**src/rtl/io_handshake_port_if.sv**
```systemverilog
// Purpose: CPU register bus and external four-phase device handshake for io_handshake_port.
// Signals:
//   device input  : in, inDataReady (to port), inACK (from port)
//   device output : out, outDataReady (from port), outACK (to port)
//   cpu           : cpu_wr, cpu_wdata, cpu_rd, clr_err (to port);
//                   cpu_rdata, status, irq (from port)
// Modports: slave = the port itself, master = CPU plus external device.
interface io_handshake_port_if #(
    parameter int unsigned DATA_W = 8
);
    logic [DATA_W-1:0] in;
    logic              inDataReady;
    logic              inACK;
    logic [DATA_W-1:0] out;
    logic              outDataReady;
    logic              outACK;
    logic              cpu_wr;
    logic [DATA_W-1:0] cpu_wdata;
    logic              cpu_rd;
    logic [DATA_W-1:0] cpu_rdata;
    logic [3:0]        status;
    logic              clr_err;
    logic              irq;

    modport master (
        output in, inDataReady, outACK, cpu_wr, cpu_wdata, cpu_rd, clr_err,
        input  inACK, out, outDataReady, cpu_rdata, status, irq
    );

    modport slave (
        input  in, inDataReady, outACK, cpu_wr, cpu_wdata, cpu_rd, clr_err,
        output inACK, out, outDataReady, cpu_rdata, status, irq
    );
endinterface

```
**src/rtl/io_handshake_port.sv**
```systemverilog
// Purpose: buffered processor I/O port. An input FIFO is filled from an external
// device over a four-phase ready/ack handshake and drained by CPU reads; an output
// FIFO is filled by CPU writes and drained to the device over a second handshake.
// Ports:
//   clk     : system clock, rising edge
//   reset   : asynchronous active-low reset, flushes both FIFOs and aborts handshakes
//   port_io : io_handshake_port_if.slave (device handshakes, CPU bus, status, irq)
// status = {ovf, unf, out_full, in_empty}; ovf/unf are sticky, cleared by clr_err.
// Optional feature macro: IO_PORT_IRQ_EN (level irq on input occupancy or tx-done);
// when undefined irq is tied low.
module io_handshake_port #(
    parameter int unsigned DATA_W     = 8,
    parameter int unsigned IN_DEPTH   = 4,
    parameter int unsigned OUT_DEPTH  = 4,
    parameter int unsigned IRQ_THRESH = 1
) (
    input logic                 clk,
    input logic                 reset,
    io_handshake_port_if.slave  port_io
);
    localparam int unsigned IN_AW  = $clog2(IN_DEPTH);
    localparam int unsigned IN_CW  = IN_AW + 1;
    localparam int unsigned OUT_AW = $clog2(OUT_DEPTH);
    localparam int unsigned OUT_CW = OUT_AW + 1;

    // Elaboration-time parameter sanity checks.
    if (IN_DEPTH < 2 || OUT_DEPTH < 2) begin : g_bad_depth
        $error("io_handshake_port: FIFO depths must be >= 2");
    end
    if (IRQ_THRESH < 1 || IRQ_THRESH > IN_DEPTH) begin : g_bad_thresh
        $error("io_handshake_port: IRQ_THRESH must be in 1..IN_DEPTH");
    end

    typedef enum logic {I_IDLE, I_ACK} in_state_e;
    typedef enum logic [1:0] {O_IDLE, O_VALID, O_WAITLOW} out_state_e;

    in_state_e  in_state_q, in_state_d;
    out_state_e out_state_q, out_state_d;

    logic [DATA_W-1:0] in_mem_q  [IN_DEPTH];
    logic [DATA_W-1:0] out_mem_q [OUT_DEPTH];
    logic [IN_AW-1:0]  in_wr_ptr_q, in_rd_ptr_q;
    logic [OUT_AW-1:0] out_wr_ptr_q, out_rd_ptr_q;
    logic [IN_CW-1:0]  in_cnt_q, in_cnt_d;
    logic [OUT_CW-1:0] out_cnt_q, out_cnt_d;

    logic              inack_q, inack_d;
    logic              odr_q, odr_d;
    logic [DATA_W-1:0] out_q;
    logic [DATA_W-1:0] rdata_q;
    logic              ovf_q, ovf_d, unf_q, unf_d;

    logic in_full_c, in_empty_c, out_full_c, out_empty_c;
    logic in_push_c, in_pop_c, out_push_c, out_pop_c, out_load_c;
    logic ovf_set_c, unf_set_c;

    assign in_full_c   = (in_cnt_q == IN_CW'(IN_DEPTH));
    assign in_empty_c  = (in_cnt_q == '0);
    assign out_full_c  = (out_cnt_q == OUT_CW'(OUT_DEPTH));
    assign out_empty_c = (out_cnt_q == '0);

    // CPU side: a read on empty or a write on full (without a freeing pop) is an error.
    assign in_pop_c   = port_io.cpu_rd && !in_empty_c;
    assign unf_set_c  = port_io.cpu_rd && in_empty_c;
    assign out_push_c = port_io.cpu_wr && (!out_full_c || out_pop_c);
    assign ovf_set_c  = port_io.cpu_wr && out_full_c && !out_pop_c;

    assign in_cnt_d  = in_cnt_q + IN_CW'(in_push_c) - IN_CW'(in_pop_c);
    assign out_cnt_d = out_cnt_q + OUT_CW'(out_push_c) - OUT_CW'(out_pop_c);

    // Input handshake FSM: state register.
    always_ff @(posedge clk or negedge reset) begin
        if (!reset) begin
            in_state_q <= I_IDLE;
            inack_q    <= 1'b0;
        end else begin
            in_state_q <= in_state_d;
            inack_q    <= inack_d;
        end
    end

    // Input handshake FSM: next state; a full FIFO simply stalls the device.
    always_comb begin
        in_state_d = in_state_q;
        case (in_state_q)
            I_IDLE:  if (port_io.inDataReady && !in_full_c) in_state_d = I_ACK;
            I_ACK:   if (!port_io.inDataReady) in_state_d = I_IDLE;
            default: in_state_d = I_IDLE;
        endcase
    end

    // Input handshake FSM: outputs.
    always_comb begin
        in_push_c = (in_state_q == I_IDLE) && (in_state_d == I_ACK);
        inack_d   = (in_state_d == I_ACK);
    end

    // Output handshake FSM: state register.
    always_ff @(posedge clk or negedge reset) begin
        if (!reset) begin
            out_state_q <= O_IDLE;
            odr_q       <= 1'b0;
        end else begin
            out_state_q <= out_state_d;
            odr_q       <= odr_d;
        end
    end

    // Output handshake FSM: next state.
    always_comb begin
        out_state_d = out_state_q;
        case (out_state_q)
            O_IDLE:    if (!out_empty_c) out_state_d = O_VALID;
            O_VALID:   if (port_io.outACK) out_state_d = O_WAITLOW;
            O_WAITLOW: if (!port_io.outACK) out_state_d = O_IDLE;
            default:   out_state_d = O_IDLE;
        endcase
    end

    // Output handshake FSM: outputs. Head stays in the FIFO until acknowledged.
    always_comb begin
        out_load_c = (out_state_q == O_IDLE) && (out_state_d == O_VALID);
        out_pop_c  = (out_state_q == O_VALID) && port_io.outACK;
        odr_d      = (out_state_d == O_VALID);
    end

    // Sticky error flags: a same-cycle set wins over clr_err.
    always_comb begin
        ovf_d = ovf_q;
        unf_d = unf_q;
        if (port_io.clr_err) begin
            ovf_d = 1'b0;
            unf_d = 1'b0;
        end
        if (ovf_set_c) ovf_d = 1'b1;
        if (unf_set_c) unf_d = 1'b1;
    end

    // FIFO storage; contents need no reset since pointers/counts are flushed.
    always_ff @(posedge clk) begin
        if (in_push_c)  in_mem_q[in_wr_ptr_q]   <= port_io.in;
        if (out_push_c) out_mem_q[out_wr_ptr_q] <= port_io.cpu_wdata;
    end

    // FIFO pointers, counts, data registers and flags.
    always_ff @(posedge clk or negedge reset) begin
        if (!reset) begin
            in_wr_ptr_q  <= '0;
            in_rd_ptr_q  <= '0;
            in_cnt_q     <= '0;
            out_wr_ptr_q <= '0;
            out_rd_ptr_q <= '0;
            out_cnt_q    <= '0;
            out_q        <= '0;
            rdata_q      <= '0;
            ovf_q        <= 1'b0;
            unf_q        <= 1'b0;
        end else begin
            in_cnt_q  <= in_cnt_d;
            out_cnt_q <= out_cnt_d;
            ovf_q     <= ovf_d;
            unf_q     <= unf_d;
            if (in_push_c) in_wr_ptr_q <= in_wr_ptr_q + IN_AW'(1);
            if (in_pop_c) begin
                in_rd_ptr_q <= in_rd_ptr_q + IN_AW'(1);
                rdata_q     <= in_mem_q[in_rd_ptr_q];
            end
            if (out_push_c) out_wr_ptr_q <= out_wr_ptr_q + OUT_AW'(1);
            if (out_pop_c)  out_rd_ptr_q <= out_rd_ptr_q + OUT_AW'(1);
            if (out_load_c) out_q        <= out_mem_q[out_rd_ptr_q];
        end
    end

`ifdef IO_PORT_IRQ_EN
    logic irq_q, irq_d, txdone_q, txdone_d, out_busy_q;

    // tx-done marks the output FIFO draining empty; new writes or clr_err rearm it.
    always_comb begin
        txdone_d = txdone_q;
        if (port_io.cpu_wr || port_io.clr_err) begin
            txdone_d = 1'b0;
        end else if (out_busy_q && out_empty_c) begin
            txdone_d = 1'b1;
        end
        irq_d = (in_cnt_d >= IN_CW'(IRQ_THRESH)) || txdone_d;
    end

    always_ff @(posedge clk or negedge reset) begin
        if (!reset) begin
            irq_q      <= 1'b0;
            txdone_q   <= 1'b0;
            out_busy_q <= 1'b0;
        end else begin
            irq_q      <= irq_d;
            txdone_q   <= txdone_d;
            out_busy_q <= !out_empty_c;
        end
    end

    assign port_io.irq = irq_q;
`else
    assign port_io.irq = 1'b0;
`endif

    assign port_io.inACK        = inack_q;
    assign port_io.outDataReady = odr_q;
    assign port_io.out          = out_q;
    assign port_io.cpu_rdata    = rdata_q;
    assign port_io.status       = {ovf_q, unf_q, out_full_c, in_empty_c};
endmodule

```
**src/flat_wrapper.sv**
```systemverilog
// flat-port wrapper written by rule: the top's interface ports become plain ports
module io_handshake_port_flat 
#(
    parameter int unsigned DATA_W     = 8,
    parameter int unsigned IN_DEPTH   = 4,
    parameter int unsigned OUT_DEPTH  = 4,
    parameter int unsigned IRQ_THRESH = 1
)
  (clk, reset, port_io_in, port_io_inDataReady, port_io_outACK, port_io_cpu_wr, port_io_cpu_wdata, port_io_cpu_rd, port_io_clr_err, port_io_inACK, port_io_out, port_io_outDataReady, port_io_cpu_rdata, port_io_status, port_io_irq);
  io_handshake_port_if #(.DATA_W(DATA_W)) port_io_i ();
  input logic clk;
  input logic reset;
  input wire logic [$bits(port_io_i.in)-1:0] port_io_in;
  input wire logic [$bits(port_io_i.inDataReady)-1:0] port_io_inDataReady;
  input wire logic [$bits(port_io_i.outACK)-1:0] port_io_outACK;
  input wire logic [$bits(port_io_i.cpu_wr)-1:0] port_io_cpu_wr;
  input wire logic [$bits(port_io_i.cpu_wdata)-1:0] port_io_cpu_wdata;
  input wire logic [$bits(port_io_i.cpu_rd)-1:0] port_io_cpu_rd;
  input wire logic [$bits(port_io_i.clr_err)-1:0] port_io_clr_err;
  output wire logic [$bits(port_io_i.inACK)-1:0] port_io_inACK;
  output wire logic [$bits(port_io_i.out)-1:0] port_io_out;
  output wire logic [$bits(port_io_i.outDataReady)-1:0] port_io_outDataReady;
  output wire logic [$bits(port_io_i.cpu_rdata)-1:0] port_io_cpu_rdata;
  output wire logic [$bits(port_io_i.status)-1:0] port_io_status;
  output wire logic [$bits(port_io_i.irq)-1:0] port_io_irq;
  assign port_io_i.in = port_io_in;
  assign port_io_i.inDataReady = port_io_inDataReady;
  assign port_io_i.outACK = port_io_outACK;
  assign port_io_i.cpu_wr = port_io_cpu_wr;
  assign port_io_i.cpu_wdata = port_io_cpu_wdata;
  assign port_io_i.cpu_rd = port_io_cpu_rd;
  assign port_io_i.clr_err = port_io_clr_err;
  assign port_io_inACK = port_io_i.inACK;
  assign port_io_out = port_io_i.out;
  assign port_io_outDataReady = port_io_i.outDataReady;
  assign port_io_cpu_rdata = port_io_i.cpu_rdata;
  assign port_io_status = port_io_i.status;
  assign port_io_irq = port_io_i.irq;
  io_handshake_port #(.DATA_W(DATA_W), .IN_DEPTH(IN_DEPTH), .OUT_DEPTH(OUT_DEPTH), .IRQ_THRESH(IRQ_THRESH)) u_core (.clk(clk), .reset(reset), .port_io(port_io_i));
endmodule
```
**config.mk**
```make
export PLATFORM = sky130hd
export DESIGN_NAME = io_handshake_port_flat
export DESIGN_NICKNAME = d
export VERILOG_FILES = /design/src/rtl/io_handshake_port_if.sv /design/src/rtl/io_handshake_port.sv /design/src/flat_wrapper.sv
export SDC_FILE = /design/constraint.sdc
export NUM_CORES = 1
export LEC_CHECK = 0
export CORE_UTILIZATION = 45
export CTS_CLUSTER_DIAMETER = 100
export DETAILED_ROUTE_END_ITERATION = 6
export PLACE_DENSITY = 0.72
export SYNTH_ARGS = -nofsm -noshare
export SYNTH_HDL_FRONTEND = slang
export SYNTH_SLANG_ARGS = --single-unit
```
**constraint.sdc**
```tcl
create_clock -name clk -period 2.9 [get_ports clk]
set_input_delay 0.58 -clock clk [delete_from_list [all_inputs] [get_ports clk]]
set_output_delay 0.58 -clock clk [all_outputs]
set_load 0.03 [all_outputs]
```
==> flow_metrics.tcl <==
set metrics [dict create \
    status "completed" \
    start_util_pct 46.2 \
    place.gp.congestion 0.763 \
    hold_viol 0 \
    boundaryPins 46 \
    synth-async-reset-ratio_pct 36.0 \
    skew_ns 0.0117 \
    cts_setup_buffers 0 \
    drv_cap 0 \
    ys_seq_area_share_pct 70.4 \
    grt_pass1_vias 1962 \
    grt_pass1_wl_um 9830 \
    startpoint_type "flop" \
    p_leak_uw 0.00179 \
    clock-sinks 100 \
    synth_seq_cells 100 \
    synthDominantCellAreaShare_pct 48.0 \
    setup-tns-final_ns 0 \
    min_period_ns 2.55 \
    grt_overflow 0 \
    tritoncts "done" \
    fmax_mhz 392 \
    grt_use_total_pct 14.9 \
    peakVddDrop_mv 0.280 \
    path_depth 3 \
    via_per_inst 4.95 \
    hpwl_um 4070 \
    power_density_nw_per_um2 1010 \
    min-delay-path-class "in2async" \
    wl_per_cell_um 15.4 \
    syn_area_per_cell_um2 17.3 \
    critPathSlowestCell "clkdlybuf4s50_1" \
    clk-insertion-delay-late_ns 0.36 \
    path_clk_slew_ns 0.10 \
    drv_slew 0 \
    cpLargestDelayFamily "buffers and inverters" \
    port_buffers 44 \
    reg2reg_depth 9 \
    min_period_over_period_pct 88.0 \
    synthTopCellsByArea "edfxtp_1, dfrtp_1, mux4_2" \
    dieArea_um2 9290 \
    yosys.cell_types.count 27 \
    setup.worst_path.end_class "output pin" \
    yosys.area.top_type "edfxtp_1" \
    synth_nets 268 \
    grt_max_degree 37 \
    ctsHoldBuffers 0 \
    num_antenna_cells 0 \
    initialDrtViolationCount 86 \
    yosys-top-cells-count "edfxtp_1, dfrtp_1, nand2_1" \
    cts_htree_levels 3 \
    area_delta_synth_final_pct 18.1 \
    cp_slowest_stage_delay_ns 0.73 \
    drive_gt1_share_pct 16.2 \
    path_cells "buf_4 > nor3_1 > clkdlybuf4s50_1" \
    drc 0 \
    cts_buffers 9 \
    worst-path-buf-inv 2 \
    syn_inst 231 \
    cts.path.max_buffers 2 \
    die_w_um 96.4 \
    slew_headroom_pct 43.6 \
    vias 1942 \
    final_util_pct 54.5 \
    tightest_slew_ns 0.846 \
    wirelength_um 6040 \
    nNetsFinal 316 \
    final_antenna_net_count 0 \
    nFillCells 719 \
    core_um2 8680 \
    setup_violations 0 \
    rsz0062_at_grt "no" \
    cts-resized-gates 0 \
    rows 34 \
    cp_data_arrival_time_ns 1.97 \
    critical_path_class "reg2out" \
    yosys_warnings 0 \
    cp.required_ns 2.32 \
    synthesis.area_um2 4010 \
    antenna_found_initial 0 \
    die_h_um 96.4 \
    synth_most_common_cell "edfxtp_1" \
    yosys_most_used_dff "edfxtp_1" \
    dr.pass1.iters 4 \
    clockRootBuffer "clkbuf_8" \
    synth_edf_count 64 \
    path_max_fanout 4 \
]
[per-stage QoR]
step / hold WS (ns) / instances / setup slack, ns / power (µW) / area [µm²]
detailed placement: 0.467 / 376 / 0.262 / 3990 / 4540
global placement: 0.464 / 376 / 0.307 / 3940 / 4540
floorplan: 0.284 / 231 / 0.607 / 3430 / 4010
CTS: 0.358 / 392 / 0.304 / 4840 / 4730
finish: 0.325 / 392 / 0.347 / 4780 / 4730
global route: 0.397 / 392 / 0.243 / 5090 / 4730
[layout make-up]
| type | instances | area (µm²) | area share [%] |
|---|---|---|---|
| Timing Repair Buffer | 47 | 458 | 9.68 |
| Clock buffer | 11 | 141 | 2.99 |
| Multi-Input combinational cell | 104 | 1060 | 22.4 |
| Inverter | 17 | 63.8 | 1.35 |
| Clock inverter | 5 | 52.6 | 1.11 |
| Sequential cell | 100 | 2820 | 59.7 |
| Tap cell | 108 | 135 | 2.86 |
[layer usage]
metal,vias up,GRT usage [%],routed length (µm)
li1,918,-,-
met1,979,20.1,2690
met2,31,23.8,3060
met3,14,2.66,163
met4,0,6.62,118
met5,-,0,0
[worst reg2reg max path, stage by stage (launching register included)]
cell and delay [ns]:
dfrtp_1 0.45, o31ai_4 0.52, inv_2 0.08, ha_1 0.31, inv_1 0.06, ha_1 0.12, inv_1 0.05, fa_1 0.38
xnor2_1 0.15, xnor2_1 0.13
[path summary, 6_finish.rpt]
check / from / end / slack, ns
min in group clk: u_core.port_io.cpu_rdata[6]$_DFFE_PN0P_ / u_core.port_io.cpu_rdata[6]$_DFFE_PN0P_ / 0.48
min: reset / u_core.port_io.out[3]$_DFFE_PN0P_ / 0.33
max in group asynchronous: reset / u_core.in_state_q$_DFF_PN0_ / 2.04
max reg2reg: u_core.in_cnt_q[0]$_DFF_PN0_ / u_core.in_cnt_q[2]$_DFF_PN0_ / 0.56
min reg2reg: u_core.port_io.cpu_rdata[6]$_DFFE_PN0P_ / u_core.port_io.cpu_rdata[6]$_DFFE_PN0P_ / 0.48
max: u_core.in_cnt_q[1]$_DFF_PN0_ / port_io_status[0] / 0.35
[cell families after synthesis]
kind of cell             count (synthesis)  share of synthesized area [%]
AO/OA/AOI/OAI                            8                           1.69
XOR/XNOR                                10                           2.19
adder cells (fa/ha/maj)                 14                           4.75
buffers and inverters                   27                           3.15
flip-flops                             100                           70.4
multiplexers                            26                           11.8
other                                    1                         0.0936
AND/OR/NAND/NOR                         45                           5.90
[where the power goes]
part / internal [µW] / switching [µW] / total [µW] / leakage, µW
clock network: 419 / 444 / 863 / 0.000101
logic: 842 / 814 / 1660 / 0.000676
registers: 1940 / 324 / 2260 / 0.00101
[registers in the layout, summed over array words and instances, names as in the netlist]
name / cells
u_core.in_rd_ptr_q: 2
u_core.out_mem_q: 32
u_core.port_io.out: 8
u_core.ovf_q: 1
u_core.in_wr_ptr_q: 2
u_core.out_cnt_q: 3
u_core.out_state_q: 2
u_core.port_io.outDataReady: 1
u_core.out_rd_ptr_q: 2
u_core.unf_q: 1
u_core.in_mem_q: 32
u_core.out_wr_ptr_q: 2
u_core.port_io.cpu_rdata: 8
u_core.in_state_q: 1
u_core.in_cnt_q: 3
[layout by cell type, fill, tap and decap left out, types with 2 or more instances in the layout]
master,n
nand2b_1,2
buf_4,3
edfxtp_1,64
clkdlybuf4s50_1,43
nor3_1,2
mux4_2,16
o21ai_0,4
a21boi_0,2
clkbuf_8,10
xnor2_1,10
ha_1,12
and2_1,8
clkinv_2,2
nor3b_2,2
fa_1,2
dfrtp_1,36
mux2_2,6
inv_1,16
nand2_1,27
mux2_1,4
(Power assumes the default switching activity.)
==> variant (same settings) <==
`IN_DEPTH` is set to 4 in 2 places; all go to 2.
--- a/src/rtl/io_handshake_port.sv
+++ b/src/rtl/io_handshake_port.sv
@@ -12,3 +12,3 @@
     parameter int unsigned DATA_W     = 8,
-    parameter int unsigned IN_DEPTH   = 4,
+    parameter int unsigned IN_DEPTH   = 2,
     parameter int unsigned OUT_DEPTH  = 4,
--- a/src/flat_wrapper.sv
+++ b/src/flat_wrapper.sv
@@ -4,3 +4,3 @@
     parameter int unsigned DATA_W     = 8,
-    parameter int unsigned IN_DEPTH   = 4,
+    parameter int unsigned IN_DEPTH   = 2,
     parameter int unsigned OUT_DEPTH  = 4,
Function: changed (a bounded check fails within 10 cycles, from zero or initial values and one cycle with reset low).
==> variant against the original RTL <==
Sequential share of layout area down 1.1 points; sequential cell count fell by 19; design area down 18%; die area fell by 21%; wire length shrank 20%; setup slack better by 0.035 ns; synthesized area shrank 21%; total power fell by 15%; register-to-register slack improved by 0.38 ns; global-route usage is 0.072 points higher; via count is 17% lower; critical path type unchanged.
==> variant: results (changes against the original RTL) <==
[cts]
cts_buffers = 9  ; unchanged
clk_latency_ns = 0.35
htree_levels = 3  ; unchanged
cts_resized = 0  ; unchanged
cts.clk_slew.worst_paths_ns = 0.08  ; was 0.10 ns
postCtsSetupRepairBufs = 0  ; unchanged
cts_buffer_depth = 2  ; unchanged
cts_root_buf = clkbuf_8  ; unchanged

[worst_setup_path]
crit_arrival_ns = 1.94  ; was 1.97 ns
reg2regPathDepth = 7  ; was 9
max_stage_delay_ns = 0.75  ; was 0.73 ns
crit_path_top_delay_cell = clkdlybuf4s50_1  ; unchanged
cp_max_fo = 4  ; unchanged

[grt]
grt_pass1_wl_um = 8090  ; was 9830 µm
grtUsageTotal = 0.150  ; was 0.149
grt_pass1_vias = 1665  ; was 1962
grt_start_max_net_pins = 34  ; was 37
antenna_found_initial = 0  ; unchanged

[cells_and_area]
antenna_cells = 0  ; unchanged
top_register = u_core.out_mem_q
fin_nets = 269  ; was 316
drive_above_1_share = 0.173  ; was 0.162
reg_top3 = u_core.out_mem_q (32), u_core.in_mem_q (16)  ; was u_core.in_mem_q (32), u_core.out_mem_q (32)
nFillCells = 523  ; was 719

[power]
leakagePower_uw = 0.00148  ; was 0.00179 µW
ir_drop_mv = 0.439  ; was 0.280 mV

[yosys]
synth_edf_count = 48  ; was 64
synthDistinctLibCells = 29  ; was 27
synth_common_cells = 48 x edfxtp_1, 33 x dfrtp_1, 12 x o21ai_0, 11 x inv_1  ; was 64 x edfxtp_1, 36 x dfrtp_1, 27 x nand2_1, 16 x inv_1, 16 x mux4_2
yosysWarningCount = 0  ; unchanged
ys_top_cells_by_area = edfxtp_1 46%, dfrtp_1 26%, mux4_2 5.7%, mux2_2 3.2%, ha_1 2.8%  ; was edfxtp_1 48%, dfrtp_1 22%, mux4_2 9.0%, ha_1 3.7%, nand2_1 2.5%
async_flop_share = 0.407  ; was 0.360
synth_seq_area_share = 0.717  ; was 0.704
synth_nets = 220  ; was 268

[worst_hold_path]
min_delay_path_depth = 2
min-delay-path-class = register to register  ; was primary input to asynchronous set/reset pin

[place]
gp_congestion = 0.678  ; was 0.763
portBuffers = 44  ; unchanged
detailedPlacementHpwl_um = 3340  ; was 4070 µm

[route]
drt_wl_total_um = 4810  ; was 6040 µm
drt_iter0_drc = 46  ; was 86
vias_per_cell = 4.77  ; was 4.95
dr.pass1.iters = 4  ; unchanged

[run_status]
status = finished clean  ; unchanged

[sta]
slew_headroom = 0.605  ; was 0.436
tns_ns = 0  ; unchanged
fin_skew_ns = 0.0105  ; was 0.0117 ns

-- variant: cell types whose count changed after synthesis, sizes merged, moves of 2 or more --
cell / delta
nand2: -18
edfxtp: -16
o21ai: +9
mux2i: +8
mux4: -8
inv: -6
ha: -5
nor2: +4
and2: -3
dfrtp: -3
nor3b: -2
-- variant: final timing paths --
kind,slack [ns],to,from
worst max-delay path,0.38,port_io_status[1],u_core.out_cnt_q[1]$_DFF_PN0_
worst min-delay path,0.48,u_core.port_io.cpu_rdata[4]$_DFFE_PN0P_,u_core.port_io.cpu_rdata[4]$_DFFE_PN0P_
worst max register to register,0.94,u_core.out_cnt_q[2]$_DFF_PN0_,u_core.out_state_q[1]$_DFF_PN0_
worst min register to register,0.48,u_core.port_io.cpu_rdata[4]$_DFFE_PN0P_,u_core.port_io.cpu_rdata[4]$_DFFE_PN0P_
max in group asynchronous,1.95,u_core.port_io.out[3]$_DFFE_PN0P_,reset
min in group asynchronous,0.63,u_core.port_io.cpu_rdata[6]$_DFFE_PN0P_,reset
-- variant: cell families (layout without fill, tap and decap cells) --
kind of cell,after synthesis,in the layout,synth area share
adder cells (fa/ha/maj),8,8,0.0340
other,1,1,0.00119
buffers and inverters,21,75,0.0320
flip-flops,81,81,0.717
multiplexers,25,25,0.114
AND/OR/NAND/NOR,27,27,0.0451
XOR/XNOR,10,10,0.0277
AO/OA/AOI/OAI,16,16,0.0289
-- variant: worst max-delay path, delay by kind of cell, from the launching register on --
kind | cells | cell delay, ns
AND/OR/NAND/NOR | 1 | 0.40
buffers and inverters | 1 | 0.75
flip-flops | 1 | 0.44
-- variant: cell type report --
cell class	count	area, µm²	area share
well taps	96	120	0.0310
multi-input cells	87	795	0.205
clock buffers	9	124	0.0320
clock inverters	7	52.6	0.0136
inverters	11	41.3	0.0107
flip-flops and latches	81	2270	0.586
repair buffers	48	470	0.122
-- variant: where the power goes --
| part | switching (µW) | internal [µW] |
|---|---|---|
| sequential | 257 | 1600 |
| clock | 409 | 317 |
| combinational | 734 | 728 |
-- variant: routing by layer --
layer  vias to the layer above  share of wire  track usage
met2                        28           0.51        0.236
met3                         9          0.032       0.0366
li1                        765              -            -
met4                         0          0.022       0.0697
met1                       814           0.44        0.198
met5                         -              0            0
-- variant: stage by stage --
stage	setup WS [ns]	instances	util	instance area, µm²	power, µW
2_1_floorplan	0.876	189	-	3160	2870
3_3_place_gp	0.371	323	0.544	3690	3310
3_5_place_dp	0.299	323	0.544	3690	3370
4_1_cts	0.350	339	0.570	3870	4090
5_1_grt	0.215	339	0.570	3870	4300
6_report	0.382	339	0.570	3870	4040
